$ cat src/rtl/fifo_rd_ctrl.sv
// Read-side controller of a dual-clock FIFO: synchronizes the Gray write pointer,
// issues array reads and serves a first-word-fall-through stream via a 2-entry buffer.
module fifo_rd_ctrl #(
  parameter int W_DATA = 8,
  parameter int W_ADDR = 4,
  localparam int ADDR_GRAY = W_ADDR + 1
) (
  input  logic                 clk,
  input  logic                 rst_n,
  input  logic [ADDR_GRAY-1:0] wr_ptr_gray_i,
  output logic [ADDR_GRAY-1:0] rd_ptr_gray_o,
  output logic [W_ADDR-1:0]    rd_addr_o,
  output logic                 rd_en_o,
  input  logic [W_DATA-1:0]    rd_data_i,
  input  logic                 pop_i,
  output logic [W_DATA-1:0]    data_o,
  output logic                 valid_o,
  output logic                 empty_o,
  output logic [ADDR_GRAY-1:0] count_o,
  output logic                 pop_err_o
);

  typedef enum logic {NO_POP = 1'b0, POP = 1'b1} pop_e_t;

  function automatic logic [ADDR_GRAY-1:0] bin2gray(input logic [ADDR_GRAY-1:0] b);
    return b ^ (b >> 1);
  endfunction

  function automatic logic [ADDR_GRAY-1:0] gray2bin(input logic [ADDR_GRAY-1:0] g);
    logic [ADDR_GRAY-1:0] b;
    b[ADDR_GRAY-1] = g[ADDR_GRAY-1];
    for (int i = ADDR_GRAY - 2; i >= 0; i--) begin
      b[i] = b[i+1] ^ g[i];
    end
    return b;
  endfunction

  // Handshake: a word leaves on an edge where valid_o=1 and pop_i=POP;
  // pop_i=POP with valid_o=0 is refused and flagged on pop_err_o next cycle.

  logic [ADDR_GRAY-1:0] wr_sync1, wr_sync2;
  logic [ADDR_GRAY-1:0] wr_bin;
  logic [ADDR_GRAY-1:0] rd_bin, rd_bin_next;
  logic                 inflight;
  logic [W_DATA-1:0]    head, tail, head_next, tail_next;
  logic [1:0]           buf_cnt, buf_cnt_next;
  logic                 arr_nonempty;
  logic                 pop_req;
  logic                 pop_fire;
  logic [2:0]           occupancy;

  assign pop_req      = (pop_e_t'(pop_i) == POP);
  assign valid_o      = (buf_cnt != 2'd0);
  assign empty_o      = !valid_o;
  assign data_o       = head;
  assign pop_fire     = pop_req && valid_o;
  assign wr_bin       = gray2bin(wr_sync2);
  assign arr_nonempty = (bin2gray(rd_bin) != wr_sync2);
  assign rd_addr_o    = rd_bin[W_ADDR-1:0];

  // Words the buffer will hold after this edge if no new read is issued; pop_fire
  // implies buf_cnt>=1, so the subtraction never goes negative.
  assign occupancy = {1'b0, buf_cnt} + {2'b00, inflight} - {2'b00, pop_fire};
  assign rd_en_o   = arr_nonempty && (occupancy < 3'd2);

  assign rd_bin_next = rd_en_o ? rd_bin + 1'b1 : rd_bin;

  assign count_o = (wr_bin - rd_bin) + {{(ADDR_GRAY-1){1'b0}}, inflight}
                 + {{(ADDR_GRAY-2){1'b0}}, buf_cnt};

  always_comb begin
    head_next    = head;
    tail_next    = tail;
    buf_cnt_next = buf_cnt;
    unique case ({inflight, pop_fire})
      2'b10: begin
        if (buf_cnt == 2'd0) head_next = rd_data_i;
        else                 tail_next = rd_data_i;
        buf_cnt_next = buf_cnt + 2'd1;
      end
      2'b01: begin
        head_next    = tail;
        buf_cnt_next = buf_cnt - 2'd1;
      end
      2'b11: begin
        // Capture and pop together: the arriving word queues behind any survivor.
        if (buf_cnt == 2'd1) begin
          head_next = rd_data_i;
        end else begin
          head_next = tail;
          tail_next = rd_data_i;
        end
      end
      default: ;
    endcase
  end

  always_ff @(posedge clk) begin
    if (!rst_n) begin
      wr_sync1      <= '0;
      wr_sync2      <= '0;
      rd_bin        <= '0;
      rd_ptr_gray_o <= '0;
      inflight      <= 1'b0;
      head          <= '0;
      tail          <= '0;
      buf_cnt       <= 2'd0;
      pop_err_o     <= 1'b0;
    end else begin
      wr_sync1      <= wr_ptr_gray_i;
      wr_sync2      <= wr_sync1;
      rd_bin        <= rd_bin_next;
      rd_ptr_gray_o <= bin2gray(rd_bin_next);
      inflight      <= rd_en_o;
      head          <= head_next;
      tail          <= tail_next;
      buf_cnt       <= buf_cnt_next;
      pop_err_o     <= pop_req && !valid_o;
    end
  end

  a_buf_cnt_le2 : assert property (@(posedge clk) disable iff (!rst_n) buf_cnt <= 2'd2);

endmodule

$ cat config.mk
export PLATFORM = sky130hd
export DESIGN_NAME = fifo_rd_ctrl
export DESIGN_NICKNAME = d
export VERILOG_FILES = /design/src/rtl/fifo_rd_ctrl.sv
export SDC_FILE = /design/constraint.sdc
export NUM_CORES = 1
export LEC_CHECK = 0
export ABC_AREA = 0
export ABC_CLOCK_PERIOD_IN_PS = 3300
export CAP_MARGIN = 20
export CORE_MARGIN = 2
export CORE_UTILIZATION = 29
export DETAILED_ROUTE_END_ITERATION = 12
export PLACE_DENSITY = 0.49
export SYNTH_ARGS = -nofsm -noshare
export SYNTH_HDL_FRONTEND = slang
export SYNTH_SLANG_ARGS = --single-unit
$ cat constraint.sdc
create_clock -name clk -period 3.3 [get_ports clk]
set_input_delay 0.99 -clock clk [delete_from_list [all_inputs] [get_ports clk]]
set_output_delay 0.99 -clock clk [all_outputs]
set_load 0.005 [all_outputs]
==> results of run 1 <==
==> cells by family after synthesis <==
kind of cell             share of synthesized area
AO/OA/AOI/OAI                                0.103
XOR/XNOR                                     0.104
adder cells (fa/ha/maj)                      0.120
buffers and inverters                       0.0365
flip-flops                                   0.386
multiplexers                                0.0495
AND/OR/NAND/NOR                              0.202
==> layout make-up <==
| type | instances | area share |
|---|---|---|
| clock buffer | 7 | 0.0319 |
| clock inverter | 1 | 0.00249 |
| inverter | 11 | 0.0145 |
| multi-input combinational | 150 | 0.422 |
| sequential | 39 | 0.259 |
| tap | 80 | 0.0331 |
| timing repair buffer | 84 | 0.237 |
==> per-stage QoR <==
stage | cell area (um2) | std cells
finish | 3020 | 372
CTS | 2960 | 371
global placement | 2730 | 350
detailed placement | 2730 | 350
global route | 3020 | 372
floorplan | 2030 | 206
==> path summary, 6_finish.rpt <==
kind,to,slack (ns),depth (start not counted)
min reg2reg,wr_sync2[2],0.44,1
max,count_o[4],-0.49,10
max reg2reg,data_o[4],0.22,19
min,wr_sync2[2],0.44,1
==> repair_timing <==
| action | in CTS | in global routing |
|---|---|---|
| endpoints found under the setup margin | 6 | 9 |
| pin swaps | 17 | 11 |
| resized for setup | 45 | 10 |
| buffers inserted | 13 | 1 |
==> synthesized netlist by cell type (all sizes together) <==
master / instances / area (um2)
ha: 13 / 163
and2: 17 / 108
nand2: 11 / 41.3
fa: 4 / 80.1
a21oi: 9 / 60.1
a21o: 3 / 23.8
clkbuf: 6 / 32.5
o21a: 1 / 7.51
xnor2: 11 / 96.3
and4: 1 / 11.3
a211o: 1 / 8.76
nand3b: 2 / 15.0
nor3b: 8 / 60.1
nor2b: 9 / 56.3
xor2: 13 / 114
mux2i: 10 / 100
dfxtp: 39 / 781
or2: 2 / 12.5
nor4: 1 / 12.5
a211oi: 2 / 15.0
and3: 2 / 13.8
o21ai: 3 / 15.0
a221oi: 8 / 70.1
inv: 11 / 41.3
and3b: 1 / 8.76
o211ai: 1 / 7.51
nor2: 13 / 48.8
nand3: 4 / 20.0
==> power breakdown <==
group / leakage, nW / switching, mW / internal [mW]
registers: 0.321 / 0.0479 / 0.577
logic: 0.908 / 0.719 / 0.879
clock network: 0.0505 / 0.169 / 0.190
==> registers in the layout, summed over array words and instances (netlist names) <==
| signal | cells |
|---|---|
| wr_sync2 | 5 |
| rd_bin | 4 |
| rd_ptr_gray_o | 5 |
| buf_cnt | 2 |
| inflight | 1 |
| wr_sync1 | 5 |
| data_o | 8 |
| tail | 8 |
| pop_err_o | 1 |
==> metal layers <==
layer | vias up | wire length, um
li1 | 867 | -
met1 | 765 | 2230
met2 | 28 | 2010
met3 | 2 | 124
met4 | 0 | 41
met5 | - | 0
==> results.txt, run 1 <==
antenna viol nets, final: 0
RSZ-0062 raised after global routing: yes
Nets: 324
Iter 0 DRT Violations: 42
Most Crowded Layer GR: met2
initial antenna violation count: 0
Clock Pin Slew Worst Setup and Hold Paths: 0.08 ns
Netlist cell types: 35
largest net degree at the start of global routing: 17
failing checks: setup timing
GPL Wtd Cong: 0.706
die footprint: 7660 um2
worst-skew pair later-pin latency: 0.28 ns
M1 GR Usage: 0.165
Max Clock Freq: 264 MHz
Tcrit/Tclk final: 1.15
register area: 783 um2
leakage: 1.28 nW
CP max FO: 2
area growth from synthesis to layout: 49.3%
Worst Path Buf+Inv: 2
IO Pins: 42
GRT Util Overall: 0.123
cts bufs inserted: 5
Cells after Synth: 206
Root Buffer: clkbuf_8
via count: 1,662
Initial Util: 0.299
Port-buffer cells: 41
Die Y: 87.5 um
Worst path top cell family by delay: adder cells
hold_ws: 0.435 ns
outcome: finished with violations
wire per inst: 11.8 um
min-delay src: wr_sync1[2]
pre-CTS WS: -0.808 ns
FILL cells: 674
worst slew pin tran: 0.643 ns
syn_nets: 239
hpwl dp: 3140 um
number of remaining DRC errors: 0
Critical Path Start: wr_sync2[3]
grt total ovfl: 0
Clock Path Buffers: 2
CTS Hold Bufs: 0
arrival time at the worst endpoint: 2.80 ns
MaxCap Viol Count: 0
yosys warns: 0
worst rel slew slack: 0.568
final core occ: 0.447
TNS Setup: -1.54 ns
chip width: 87.5 um
Worst VDD drop: 0.000220 V
post-synthesis sequential area ratio: 0.386
met3 Use GR: 0.0256
vias in the first global route: 1,605
Final Total Pwr: 2.58 mW
clk sink count: 39
H-tree Lvls: 2
Antenna Cells: 0
Post-Syn Area: 2020 um2
CTS tree: done
Via density: 4.47
share of cells above drive strength 1: 0.305
mean post-synth cell area: 9.82 um2
CP startpoint kind: flop
pwr/cell area: 855 nW/um2
commonest non-fill, non-tap cell in the layout: buf_4
Final Hold Viols: 0
first-pass GRT wire length: 7390 um
max incr delay on CP: 0.47 ns
Worst Setup End Kind: output port
Multi-input gate area: 1270 um2
Slew Limit Fails: 0
met2 Track Usage GR: 0.196
Max stage delay cell, worst path: fa_1
# rows: 30
Final setup viols: 4
Yosys reg bits: 39
commonest non-fill, non-tap cells in the layout: buf_4, dfxtp_1, clkdlybuf4s50_1, and2_1
Worst R2R Start: buf_cnt[1]
crit path cell chain: xor2_2 -> xor2_1 -> xor2_1 -> fa_1 -> buf_4 -> fa_2 -> a21o_1 -> a21oi_2 -> xnor2_1 -> buf_2
worst min path class: reg2reg
Max Clock Skew: 0.00462 ns
critical path's most frequent cell: xor2_1
First-pass DRT Iterations: 4
min Tclk post-route: 3.79 ns
drt total wl: 4410 um
post-layout worst setup margin: -0.486 ns
core area: 6760 um2
WS Path Type: reg2out
Critical Path RT: 2.31 ns
Power figures use the tool's default switching activity.
==> run 2, diff against run 1 <==
--- a/config.mk
+++ b/config.mk
@@ -10,6 +10,7 @@
 export CAP_MARGIN = 20
 export CORE_MARGIN = 2
 export CORE_UTILIZATION = 29
+export CTS_CLUSTER_DIAMETER = 200
 export DETAILED_ROUTE_END_ITERATION = 12
 export PLACE_DENSITY = 0.49
 export SYNTH_ARGS = -nofsm -noshare
==> results of run 2 <==
Final layout, timing and power as in run 1 (identical DEF).
==> run 3, diff against run 2 <==
--- a/config.mk
+++ b/config.mk
@@ -5,14 +5,15 @@
 export SDC_FILE = /design/constraint.sdc
 export NUM_CORES = 1
 export LEC_CHECK = 0
-export ABC_AREA = 0
 export ABC_CLOCK_PERIOD_IN_PS = 3300
 export CAP_MARGIN = 20
 export CORE_MARGIN = 2
 export CORE_UTILIZATION = 29
 export CTS_CLUSTER_DIAMETER = 200
+export CTS_CLUSTER_SIZE = 20
 export DETAILED_ROUTE_END_ITERATION = 12
 export PLACE_DENSITY = 0.49
+export REMOVE_ABC_BUFFERS = 1
 export SYNTH_ARGS = -nofsm -noshare
 export SYNTH_HDL_FRONTEND = slang
 export SYNTH_SLANG_ARGS = --single-unit
==> run 3 against run 2 <==
Compared with the run above: the run still ends with setup timing left; die area unchanged; final cell count increased by 0.27%; count of clock-buffer cells in the layout fell by 2; global-route usage is 0.83 points higher; via count rose by 1.2%; utilization about the same; total power down 1.1%; highest routed layer unchanged; sequential power increased by 1%; routed wire length is 5.7% higher; combinational power barely moved; sequential cell count unchanged; worst hold slack barely moved.
==> results.txt, run 3 (same netlist as run 1, synthesis figures left out) <==
leakage: 1.27 nW (-0.59%)
largest net degree at the start of global routing: 31 (+14)
pwr/cell area: 846 nW/um2 (-1.1%)
arrival time at the worst endpoint: 2.81 ns (about the same)
sequential power share: 0.247 (+0.005)
chip width: 87.5 um (unchanged)
final core occ: 0.447 (about the same)
clk sink count: 39 (unchanged)
core area: 6760 um2 (unchanged)
Worst R2R Start: buf_cnt[1]
wire per inst: 12.5 um (+5.5%)
Final setup viols: 4 (unchanged)
area growth from synthesis to layout: 49.4% (about the same)
Max Clock Skew: 0.0122 ns (+0.00757 ns)
max incr delay on CP: 0.40 ns (-0.07 ns)
Via density: 4.51 (+0.93%)
CTS tree: done
number of remaining DRC errors: 0 (unchanged)
Critical Path RT: 2.31 ns (about the same)
CP startpoint kind: flop
crit path cell chain: xor2_2 -> xor2_2 -> xor2_1 -> buf_4 -> fa_1 -> buf_4 -> fa_2 -> a21o_1 -> a21oi_2 -> xnor2_1 -> buf_2
Nets: 325 (+0.31%)
Psw: 0.955 mW (+2.0%)
failing checks: setup timing
Final Hold Viols: 0 (unchanged)
GRT Util Overall: 0.131 (+0.00827)
GPL Wtd Cong: 0.720 (+1.9%)
Antenna Cells: 0 (unchanged)
Slew Limit Fails: 0 (unchanged)
Worst VDD drop: 0.000221 V (about the same)
Tcrit/Tclk final: 1.15 (+0.00546)
Die Y: 87.5 um (unchanged)
post-layout worst setup margin: -0.504 ns (-0.0180 ns)
hpwl dp: 3200 um (+1.8%)
Final Total Pwr: 2.56 mW (-1.1%)
worst r2r dst: data_o[7]
Clock Pin Slew Worst Setup and Hold Paths: 0.07 ns (about the same)
worst rel slew slack: 0.523 (-0.0454)
initial antenna violation count: 0 (unchanged)
Clock Path Buffers: 2 (unchanged)
cts bufs inserted: 5 (unchanged)
Max Used Layer: met4
MaxCap Viol Count: 0 (unchanged)
Initial Util: 0.299 (unchanged)
R2R Setup Slk: 0.31 ns (+0.09 ns)
die footprint: 7660 um2 (unchanged)
First-pass DRT Iterations: 4 (unchanged)
H-tree Lvls: 2 (unchanged)
CTS Hold Bufs: 0 (unchanged)
IO Pins: 42 (unchanged)
TNS Setup: -1.53 ns (+0.0149 ns)
CP max FO: 2 (unchanged)
Root Buffer: clkbuf_8
share of cells above drive strength 1: 0.314 (+0.00920)
met2 WL: 2230 um (+11%)
Max Clock Freq: 263 MHz (-0.47%)
WS Path Type: reg2out
first-pass GRT wire length: 7860 um (+6.4%)
drt total wl: 4660 um (+5.7%)
min-delay src: wr_sync1[2]
Iter 0 DRT Violations: 43 (+2.4%)
worst slew pin tran: 0.711 ns (+0.0677 ns)
Worst Setup End Kind: output port
grt total ovfl: 0 (unchanged)
Max stage delay cell, worst path: fa_1
worst-skew pair later-pin latency: 0.29 ns (about the same)
hold depth: 1 (unchanged)
Met3 Wirelength: 122 um (-1.6%)
antenna viol nets, final: 0 (unchanged)
wl on met1: 2270 um (+1.8%)
commonest non-fill, non-tap cell in the layout: buf_4
Switching Share: 0.374 (+0.0111)
outcome: finished with violations
clock share of power: 0.128 (-0.011)
worst min path class: reg2reg
via count: 1,682 (+1.2%)
min Tclk post-route: 3.80 ns (+0.0180 ns)
RSZ-0062 raised after global routing: yes
vias in the first global route: 1,718 (+7.0%)
# rows: 30 (unchanged)
Reg2Reg Depth: 19 (unchanged)
Gate power share: 0.626 (+0.007)
Port-buffer cells: 41 (unchanged)
hold_ws: 0.436 ns (+0.000339 ns)
Hold EP: wr_sync2[2]
commonest non-fill, non-tap cells in the layout: buf_4, dfxtp_1, clkdlybuf4s50_1, and2_1, ha_1
internal power: 1.60 mW (-2.8%)
==> run 3: power by group through the flow <==
stage / clock, mW / sequential, mW / combinational, mW
3_3_place_gp: 0 / 0.638 / 1.46
3_5_place_dp: 0 / 0.641 / 1.46
5_1_grt: 0.358 / 0.642 / 1.79
2_1_floorplan: 0 / 0.661 / 0.701
6_report: 0.326 / 0.631 / 1.60
4_1_cts: 0.340 / 0.631 / 1.54
==> run 3: worst max-delay path: cells and delay by family (launching register included) <==
family | cells | cell delay, ns
AOI/OAI and AO/OA | 2 | 0.30
xor gates and xnor gates | 4 | 0.72
adders and majority gates | 2 | 0.73
buffers and inverters | 3 | 0.43
DFF | 1 | 0.35
==> run 3: layout make-up <==
type,instances,area (um2)
clock buffer,5,68.8
clock inverter,3,20.0
fill,664,3730
inverter,11,41.3
multi-input combinational,150,1290
sequential,39,785
tap,80,100
timing repair buffer,85,716
==> run 3: how the worst max path moves through the flow <==
stage	start	end	slack [ns]
after global placement	pop_i	rd_en_o	-0.80
final	wr_sync2[3]	count_o[4]	-0.50
after floorplan	wr_sync2[3]	count_o[4]	-0.12
after global routing	wr_sync2[4]	count_o[4]	-0.65
after CTS	wr_sync2[3]	count_o[4]	-0.52
after detailed placement	pop_i	rd_en_o	-0.81
==> run 3: metal layers <==
| layer | vias to the layer above | track usage |
|---|---|---|
| met5 | - | 0 |
| met1 | 786 | 0.177 |
| met4 | 0 | 0.0420 |
| met3 | 2 | 0.0275 |
| met2 | 23 | 0.208 |
| li1 | 871 | - |
==> run 3: stage by stage <==
step,instances,setup WS [ns],cell area [um2]
after floorplan,200,-0.120,1990
after global placement,351,-0.798,2730
after detailed placement,351,-0.811,2730
after CTS,374,-0.520,2960
after global routing,373,-0.650,3020
final,373,-0.504,3020
==> run 3: repair_timing <==
action,4_1_cts,5_1_grt
buffers inserted,15,0
gates resized for setup,46,15
endpoints found under the setup margin,6,14
pin swaps,18,10
endpoints found under the hold margin,0,0
